[src/rtl/ov7670_capture.sv]
// OV7670 frame capture: RGB565 byte pairs -> RGB332 buffer writes at y*WIDTH+x, with frame/line status.
// Optional build macro CAPTURE_TEST_PATTERN_EN replaces pixel data with a red/blue split pattern.
module ov7670_capture #(
   parameter int WIDTH  = 176,
   parameter int HEIGHT = 144,
   parameter int ADDR_W = 15
) (
   input  logic              CLK,
   input  logic              RESET,
   input  logic              VSYNC,
   input  logic              HREF,
   input  logic [7:0]        DATA,
   output logic [7:0]        PIXEL_OUT,
   output logic [ADDR_W-1:0] W_ADDR,
   output logic              W_EN,
   output logic              FRAME_DONE,
   output logic [7:0]        FRAME_LINES,
   output logic              LINE_ERR,
   output logic [1:0]        state_dbg
);

   localparam int XW = $clog2(WIDTH + 1);

   typedef enum logic [1:0] {
      SYNC   = 2'd0,
      VBLANK = 2'd1,
      ACTIVE = 2'd2
   } state_t;

   state_t            state, state_nxt;
   logic              frame_start, frame_end;
   logic              byte_en, line_end;
   logic              href_q;
   logic              phase;
   logic [7:0]        hi;
   logic [XW-1:0]     x;
   logic [7:0]        line_cnt;
   logic [ADDR_W-1:0] line_base;
   logic              x_in, row_in;
   logic [7:0]        pix;

   assign state_dbg = state;

   always_ff @(posedge CLK or posedge RESET) begin
      if (RESET) state <= SYNC;
      else       state <= state_nxt;
   end

   always_comb begin
      state_nxt   = state;
      frame_start = 1'b0;
      frame_end   = 1'b0;
      case (state)
         SYNC:   if (VSYNC) state_nxt = VBLANK;
         VBLANK: if (!VSYNC) begin
            state_nxt   = ACTIVE;
            frame_start = 1'b1;
         end
         ACTIVE: if (VSYNC) begin
            state_nxt = VBLANK;
            frame_end = 1'b1;
         end
         default: state_nxt = SYNC;
      endcase
   end

   // A VSYNC rise on the same edge as a byte or an HREF fall takes priority over both.
   assign byte_en  = (state == ACTIVE) && !VSYNC && HREF;
   assign line_end = (state == ACTIVE) && !VSYNC && !HREF && href_q;
   assign x_in     = int'(x) < WIDTH;
   assign row_in   = int'(line_cnt) < HEIGHT;

`ifdef CAPTURE_TEST_PATTERN_EN
   assign pix = (int'(x) < WIDTH / 2) ? 8'b111_000_00 : 8'b000_000_11;
`else
   assign pix = {hi[7:5], hi[2:0], DATA[4:3]};
`endif

   always_ff @(posedge CLK or posedge RESET) begin
      if (RESET) begin
         href_q      <= 1'b0;
         phase       <= 1'b0;
         hi          <= '0;
         x           <= '0;
         line_cnt    <= '0;
         line_base   <= '0;
         PIXEL_OUT   <= '0;
         W_ADDR      <= '0;
         W_EN        <= 1'b0;
         FRAME_DONE  <= 1'b0;
         FRAME_LINES <= '0;
         LINE_ERR    <= 1'b0;
      end else begin
         href_q     <= HREF;
         W_EN       <= 1'b0;
         FRAME_DONE <= 1'b0;

         if (frame_start) begin
            x         <= '0;
            line_base <= '0;
            line_cnt  <= '0;
            phase     <= 1'b0;
            LINE_ERR  <= 1'b0;
         end

         // line_cnt already saturates at 255, so it is the clamped count
         if (frame_end) begin
            FRAME_DONE  <= 1'b1;
            FRAME_LINES <= line_cnt;
            phase       <= 1'b0;
         end

         if (byte_en) begin
            phase <= ~phase;
            if (!phase) begin
               hi <= DATA;
            end else begin
               if (x_in && row_in) begin
                  W_EN      <= 1'b1;
                  W_ADDR    <= line_base + ADDR_W'(x);
                  PIXEL_OUT <= pix;
               end
               if (x_in) x <= x + 1'b1;
            end
         end

         if (line_end) begin
            x <= '0;
            if (line_cnt != 8'hFF) line_cnt <= line_cnt + 8'd1;
            if (row_in) line_base <= line_base + ADDR_W'(WIDTH);
            if (phase) begin
               LINE_ERR <= 1'b1;
               phase    <= 1'b0;
            end
         end
      end
   end

endmodule

[config.mk]
export PLATFORM = sky130hd
export DESIGN_NAME = ov7670_capture
export DESIGN_NICKNAME = d
export VERILOG_FILES = /design/src/rtl/ov7670_capture.sv
export SDC_FILE = /design/constraint.sdc
export NUM_CORES = 1
export LEC_CHECK = 0
export CAP_MARGIN = 20
export CORE_AREA = 2 2 83 85
export DETAILED_ROUTE_END_ITERATION = 10
export DIE_AREA = 0 0 85 87
export GPL_TIMING_DRIVEN = 0
export PLACE_DENSITY = 0.8
export SKIP_CTS_REPAIR_TIMING = 1
export SYNTH_ARGS = -nofsm -noshare
export SYNTH_HDL_FRONTEND = slang
export SYNTH_SLANG_ARGS = --single-unit
[constraint.sdc]
create_clock -name CLK -period 3.75 [get_ports CLK]
set_input_delay 0.75 -clock CLK [delete_from_list [all_inputs] [get_ports CLK]]
set_output_delay 0.75 -clock CLK [all_outputs]
set_load 0.02 [all_outputs]
=== Yosys cells after proc, flatten, opt, wreduce, memory -nomap -nowiden ===
Cells that the tools add are included.

* Add/subtract/negate cells: 4
* $lt $le $gt $ge: 2
* Reduce and logical (&&, ||, !) cells: 12
* Muxes and demuxes: 30
* Equality and inequality tests: 5
* Bitwise gates (word level): 1

{| class="wikitable"
|+ Operators with widths
! operator !! number
|-
| $mux 8 || 8
|-
| $mux 15 || 3
|-
| $add 8x1->8 const B || 2
|-
| $lt 8x8->1 const B || 2
|-
| $mux 1 || 16
|-
| $add 15x8->15 || 1
|-
| $add 15x8->15 const B || 1
|-
| $ne 8x8->1 const B || 1
|-
| $logic_and 1x1->1 || 5
|-
| $mux 2 || 2
|-
| $pmux 2 s2 || 1
|-
| $reduce_and 2->1 || 2
|-
| $reduce_and 3->1 || 1
|-
| $eq 2x1->1 const B || 1
|-
| $eq 2x2->1 const B || 1
|-
| $logic_not 1->1 || 2
|-
| $logic_not 2->1 || 1
|-
| $ne 2x1->1 const B || 1
|-
| $ne 2x2->1 const B || 1
|-
| $reduce_or 2->1 || 1
|-
| $not 1->1 || 1
|}

* Bits in registers: 77
* Output and inout bits: 36
* Word-level logic and storage cells: 67
* Input port bits: 12

=== Logic depth before layout (Yosys ltp) ===
Gate-level depths: netlist (run 1).

* Word-level depth: 7
* Depth in mapped cells: 7

=== Least setup slack after synthesis (run 1) ===
No wires, ideal clock.

* Kind: input port to flip-flop
* From: in VSYNC
* To: reg PIXEL_OUT[7]
* Slack: 1.608 ns
* Arrival: 2.018 ns
* Stages on the path: 6
* Path through: buf_2 > and4bb_2 > o211a_1 > nand2_2 > buf_2 > mux2_2

* Cells in the longest elaborated chain, start to end: 4

{| class="wikitable"
|+ RTL lines
! element !! line !! text
|-
| start, declared || 10 || <nowiki>input logic VSYNC,</nowiki>
|-
| $logic_not 1->1 || 68 || <nowiki>assign byte_en = (state == ACTIVE) && !VSYNC && HREF;</nowiki>
|-
| $logic_and 1x1->1 (2 in series) || 68 ||
|-
| $reduce_and 3->1 (no line) || -- ||
|-
| end signal, assigned || 121 || <nowiki>PIXEL_OUT <= pix;</nowiki>
|-
| end, declared || 13 || <nowiki>output logic [7:0] PIXEL_OUT,</nowiki>
|}

Every way passes these cells.
A chain may end at the register's enable or synchronous reset.

=== Final worst setup path (run 1) ===
* From: in HREF
* To: reg PIXEL_OUT[7]

* Cells in the longest elaborated chain, start to end: 2

{| class="wikitable"
|+ RTL lines
! element !! line !! text
|-
| start, declared || 11 || <nowiki>input logic HREF,</nowiki>
|-
| $logic_and 1x1->1 || 68 ||
|-
| $reduce_and 3->1 (no line) || -- ||
|}

Every way passes these cells.

==> results of run 1 <==
## layer usage
layer  global-route usage  wire length [um]
met4               0.0895               123
met2                0.332              3470
met3               0.0502               318
met1                0.279              3210
met5                    0                 0
## final cells by class
cell class              count  share of cell area
flip-flops and latches     75               0.429
clock buffers              12              0.0355
plain buffers              11              0.0100
multi-input cells         237               0.369
repair buffers             47               0.106
well taps                  80              0.0229
inverters                  11              0.0100
clock inverters             4              0.0166
## synth_stat cells, types with 3 or more instances
library cell	instances	area, sq um
a21o_1	3	22.5
and2_1	5	31.3
o31ai_1	3	22.5
xnor2_1	8	70.1
or3_1	4	25.0
mux2_2	23	259
and3_1	4	25.0
dfrtp_1	75	1880
o211ai_1	7	52.6
nor3_1	3	15.0
clkbuf_1	9	33.8
nand3_1	15	75.1
nand2_1	39	146
mux2i_1	5	50.1
nor2_1	17	63.8
a21oi_1	15	75.1
inv_1	11	41.3
xor2_1	10	87.6
ha_1	11	138
a211oi_1	4	30.0
o21ai_0	27	135
## worst paths after layout
check,cells after the start,slack [ps],from,endpoint
max in group asynchronous,2,2180,RESET,W_ADDR[10]
min reg2reg,2,490,W_ADDR[4],W_ADDR[4]
min in group asynchronous,2,940,RESET,hi[5]
min,2,490,W_ADDR[4],W_ADDR[4]
max reg2reg,7,1560,x[0],W_ADDR[14]
max,6,1350,HREF,PIXEL_OUT[7]
## metrics by stage
| step | TNS, ps | cells |
|---|---|---|
| floorplan | 0 | 334 |
| global placement | -4520 | 460 |
| CTS | 0 | 476 |
| global route | 0 | 477 |
| finish | 0 | 477 |
| detailed placement | 0 | 460 |
## kinds of logic after synthesis
family          after synthesis  synth area share
xor+xnor                     18            0.0441
fa+ha+maj                    12            0.0441
buf+inv                      22            0.0238
flops                        75             0.525
compound gates               76             0.135
simple gates                103             0.142
mux                          28            0.0864
## power breakdown
part	switching, mW	internal (mW)	total, mW
combinational	0.0990	0.0959	0.195
clock	0.291	0.410	0.701
sequential	0.0369	0.863	0.900
## registers in the layout (all words and copies together), names as in the netlist
signal       cells
W_EN             1
x                8
W_ADDR          15
hi               6
line_cnt         8
PIXEL_OUT        8
phase            1
line_base       15
LINE_ERR         1
FRAME_LINES      8
state_dbg        2
FRAME_DONE       1
href_q           1
## critical path, cell delays in order
cell and delay [ps]:
clkdlybuf4s50_1 520, and4bb_2 300, o211a_1 300, nand2_2 220, buf_2 260, mux2_2 280
==> impl_metrics.csv, run 1 <==
group,metric,value,unit
final_layout,regArea,0.00188,sq mm
timing,period_minus_slack,2400,ps
place,port_buffers,46,
clock_network,clock_latency,340,ps
final_layout,final_cell_mix,"dfrtp_1 (75), clkdlybuf4s50_1 (46), nand2_1 (39), o21ai_0 (27), mux2_2 (23)",
timing,hold_viol,0,
setup_path,worstSetupEndpointType,"register",
final_layout,final_nets,416,
global_route,antenna_found_initial,0,
power_and_ir_drop,ir_worst_vdd,0.252,mV
floorplanning,dieArea,0.00740,sq mm
yosys,synth_nets,358,
timing,layout_setup_ws,1350,ps
power_and_ir_drop,power-per-cell-area,411,mW/mm^2
setup_path,critPathLaunchType,"input port",
clock_network,cts_tree,"built",
timing,fmax,417,MHz
hold_path,hold_class,"register to register",
clock_network,clock-sinks,75,
yosys,async_flop_share,1.00,
drt,antenna_left,0,
timing,max_slew_margin,0.393,
global_route,grt_pass1_vias,2616,
global_route,grt_usage,0.210,
clock_network,cts.reportedPaths.clkPinSlew,80,ps
final_layout,n_fill_cell,473,
outcome,status,"finished clean",
floorplanning,initial_utilization,0.544,
timing,fin_crit_sh,0.640,
clock_network,cts_made_buffers,9,
drt,drc,0,
floorplanning,core_area,0.00657,sq mm
setup_path,crit_arrival,2630,ps
global_route,grt_max_degree,76,
clock_network,clock_path_buffers,2,
place,dpl_cell_area,0.00414,sq mm
final_layout,final_area,0.00437,sq mm
drt,dr.pass1.iters,4,
global_route,overflow,0,
yosys,ys_seq_area_frac,0.525,
drt,drt-initial-drc-count,186,
drt,vias,2683,
drt,vias_per_cell,5.62,
floorplanning,die_w,85,um
drt,wire_per_inst,14.9,um
global_route,grt_pass1_wl,12300,um
power_and_ir_drop,p_leak,2.00,nW
timing,worst_pin_slew,911,ps
yosys,synth_area,0.00358,sq mm
timing,slew_violations,0,
flow_run,maxCapViolCount,0,
yosys,syn_avg_cell_area,10.7,sq um
clock_network,h-tree-depth,3,
final_layout,multi_input_area,0.00161,sq mm
floorplanning,rows,30,
timing,rsz0062_at_grt,"false",
drt,drt-total-wl,7120,um
final_layout,post-route-util,0.666,
final_layout,final_common_cell,"dfrtp_1",
setup_path,crit_type,"input port to register",
place,hpwl,4910,um
final_layout,layout-drive-gt1-share,0.121,
clock_network,cts_root_buf,"clkbuf_8",
yosys,synth-edff-count,0,
place,pre_cts_ws,992,ps
final_layout,area_growth_syn_to_layout,22.3,%
yosys,synth-seq-cells,75,
timing,setup_viol,0,
setup_path,required,3980,ps
yosys,syn_inst,334,
place,gp_congestion,0.855,
floorplanning,die_h,87,um
power_and_ir_drop,total_power,1.80,mW
timing,finClkSkew,6.95,ps
yosys,ys.flop_type,"dfrtp_1",
floorplanning,num_io_pins,48,
yosys,yosys_warnings,0,
setup_path,path_max_fanout,10,
yosys,synth_cell_types,49,
final_layout,n_antenna_cell,0,
timing,whs,486,ps
(Power assumes the default switching activity.)
==> run 2, diff against run 1 <==
- CORE_AREA: 2 2 83 85 -> 2 2 84 86
- DIE_AREA: 0 0 85 87 -> 0 0 86 88
- PLACE_DENSITY: 0.8 -> 0.78
- clock period: 3.75 -> 2.5 ns (I/O delays scaled with it)
==> run 2 against run 1 <==
Compared with the run above:
- largest cell class unchanged
- clock skew decreased by 3.1 ps
- core utilization down 0.24 points
- total power up 54%
- cell area up 0.77%
- final cell count increased by 0.21%
- via count is 0.45% lower
- largest power group unchanged
- register-to-register slack lost 1300 ps
==> impl_metrics.csv, run 2 (synthesis results as in run 1) <==
group,metric,value,unit
setup_path,required,2720,ps
clock_network,cts_made_buffers,9,
setup_path,r2r-start,"x[0]",
setup_path,crit_arrival,2430,ps
clock_network,cts_tree,"built",
timing,worst_pin_slew,577,ps
drt,drc,0,
timing,slew_violations,0,
place,gp_congestion,0.864,
drt,wire_per_inst,15.3,um
global_route,grt_pass1_wl,12500,um
power_and_ir_drop,ir_worst_vdd,0.399,mV
final_layout,final_cell_mix,"dfrtp_1 (75), clkdlybuf4s50_1 (46), nand2_1 (39), o21ai_0 (27), mux2_2 (23)",
drt,antenna_left,0,
clock_network,clock_latency,340,ps
final_layout,final_nets,417,
power_and_ir_drop,total_power,2.77,mW
setup_path,crit_cells,7,
floorplanning,initial_utilization,0.538,
setup_path,crit_slowest_cell,"fa_1",
timing,fin_crit_sh,0.887,
setup_path,r2r_cells,7,
timing,layout_setup_ws,283,ps
floorplanning,core_area,0.00664,sq mm
hold_path,hold_class,"input port to register",
floorplanning,die_h,88,um
timing,finClkSkew,3.88,ps
setup_path,cp_top_family,"adder cells",
place,hpwl,5120,um
final_layout,area_growth_syn_to_layout,23.2,%
setup_path,cpPeakStageDelay,440,ps
final_layout,final_common_cell,"dfrtp_1",
timing,rsz0062_at_grt,"false",
clock_network,cts_root_buf,"clkbuf_8",
setup_path,worstSetupEndpoint,"W_ADDR[14]",
global_route,grt_usage,0.211,
clock_network,clock_path_buffers,2,
setup_path,cp-startpoint,"x[0]",
drt,vias,2671,
setup_path,critPathLaunchType,"register",
floorplanning,num_io_pins,48,
clock_network,h-tree-depth,3,
global_route,antenna_found_initial,0,
place,pre_cts_ws,-50.7,ps
setup_path,r2r_end,"W_ADDR[14]",
outcome,status,"finished clean",
timing,max_slew_margin,0.615,
setup_path,r2r_slack,280,ps
floorplanning,die_w,86,um
setup_path,crit_type,"register to register",
floorplanning,rows,30,
timing,tns,0,ps
flow_run,maxCapViolCount,0,
setup_path,path_buf_inv,0,
drt,drt-initial-drc-count,112,
timing,setup_viol,0,
setup_path,path_max_fanout,5,
final_layout,n_antenna_cell,0,
setup_path,worstSetupEndpointType,"register",
place,port_buffers,46,
global_route,overflow,0,
setup_path,path_cells,"ha_1 > fa_1 > a211oi_1 > o211ai_1 > nand3b_1 > xor2_1 > o21ai_0",
floorplanning,dieArea,0.00757,sq mm
clock_network,clock-sinks,75,
clock_network,cts.reportedPaths.clkPinSlew,80,ps
timing,period_minus_slack,2220,ps
drt,vias_per_cell,5.59,
timing,hold_viol,0,
timing,fmax,451,MHz
global_route,grt_pass1_vias,2698,
power_and_ir_drop,power-per-cell-area,628,mW/mm^2
drt,dr.pass1.iters,4,
global_route,grt_max_degree,39,
final_layout,layout-drive-gt1-share,0.123,
final_layout,top_regs,"W_ADDR x15, line_base x15",
power_and_ir_drop,p_leak,2.02,nW
drt,drt-total-wl,7300,um
## run 2: final cells by class
class | count | area [sq um]
timing repair buffer | 48 | 485
inverter | 11 | 43.8
sequential | 75 | 1880
clock inverter | 5 | 100
tap | 80 | 100
multi-input combinational | 237 | 1610
clock buffer | 11 | 141
fill | 519 | 2240
buffer | 11 | 43.8
## run 2: worst min-delay path by stage
stage / startpoint / endpoint / slack (ps) / cells after the start
detailed placement: W_ADDR[5] / W_ADDR[5] / 470 / 2
floorplan: line_base[0] / line_base[0] / 460 / 1
global placement: W_ADDR[3] / W_ADDR[3] / 460 / 2
finish: VSYNC / state_dbg[1] / 400 / 2
CTS: VSYNC / state_dbg[1] / 390 / 2
global route: VSYNC / state_dbg[1] / 410 / 2
## run 2: layer usage
| metal | GRT usage | vias up | part of all wire |
|---|---|---|---|
| met5 | 0 | - | 0 |
| met4 | 0.0938 | 0 | 0.016 |
| met3 | 0.0302 | 11 | 0.039 |
| met2 | 0.354 | 69 | 0.49 |
| met1 | 0.275 | 1277 | 0.46 |
| li1 | - | 1314 | - |
## run 2: power by group
| group | internal, mW | switching (mW) | leakage [nW] | total [mW] |
|---|---|---|---|---|
| Sequential | 1.29 | 0.0543 | 1.03 | 1.35 |
| Clock | 0.688 | 0.434 | 0.123 | 1.12 |
| Combinational | 0.147 | 0.149 | 0.870 | 0.295 |
## run 2: worst register-to-register path, cell delays in order, from the launching register on
cell and delay (ps):
dfrtp_1 430, ha_1 260, fa_1 440, a211oi_1 350, o211ai_1 210, nand3b_1 160, xor2_1 160, o21ai_0 90
## run 2: metrics by stage
stage / cells / util / hold slack, ps / cell area [sq um]
after floorplan: 334 / - / 458 / 3580
after global placement: 460 / 0.623 / 462 / 4140
after detailed placement: 461 / 0.626 / 470 / 4160
after CTS: 477 / 0.662 / 391 / 4400
after global routing: 478 / 0.663 / 412 / 4410
final: 478 / 0.663 / 399 / 4410
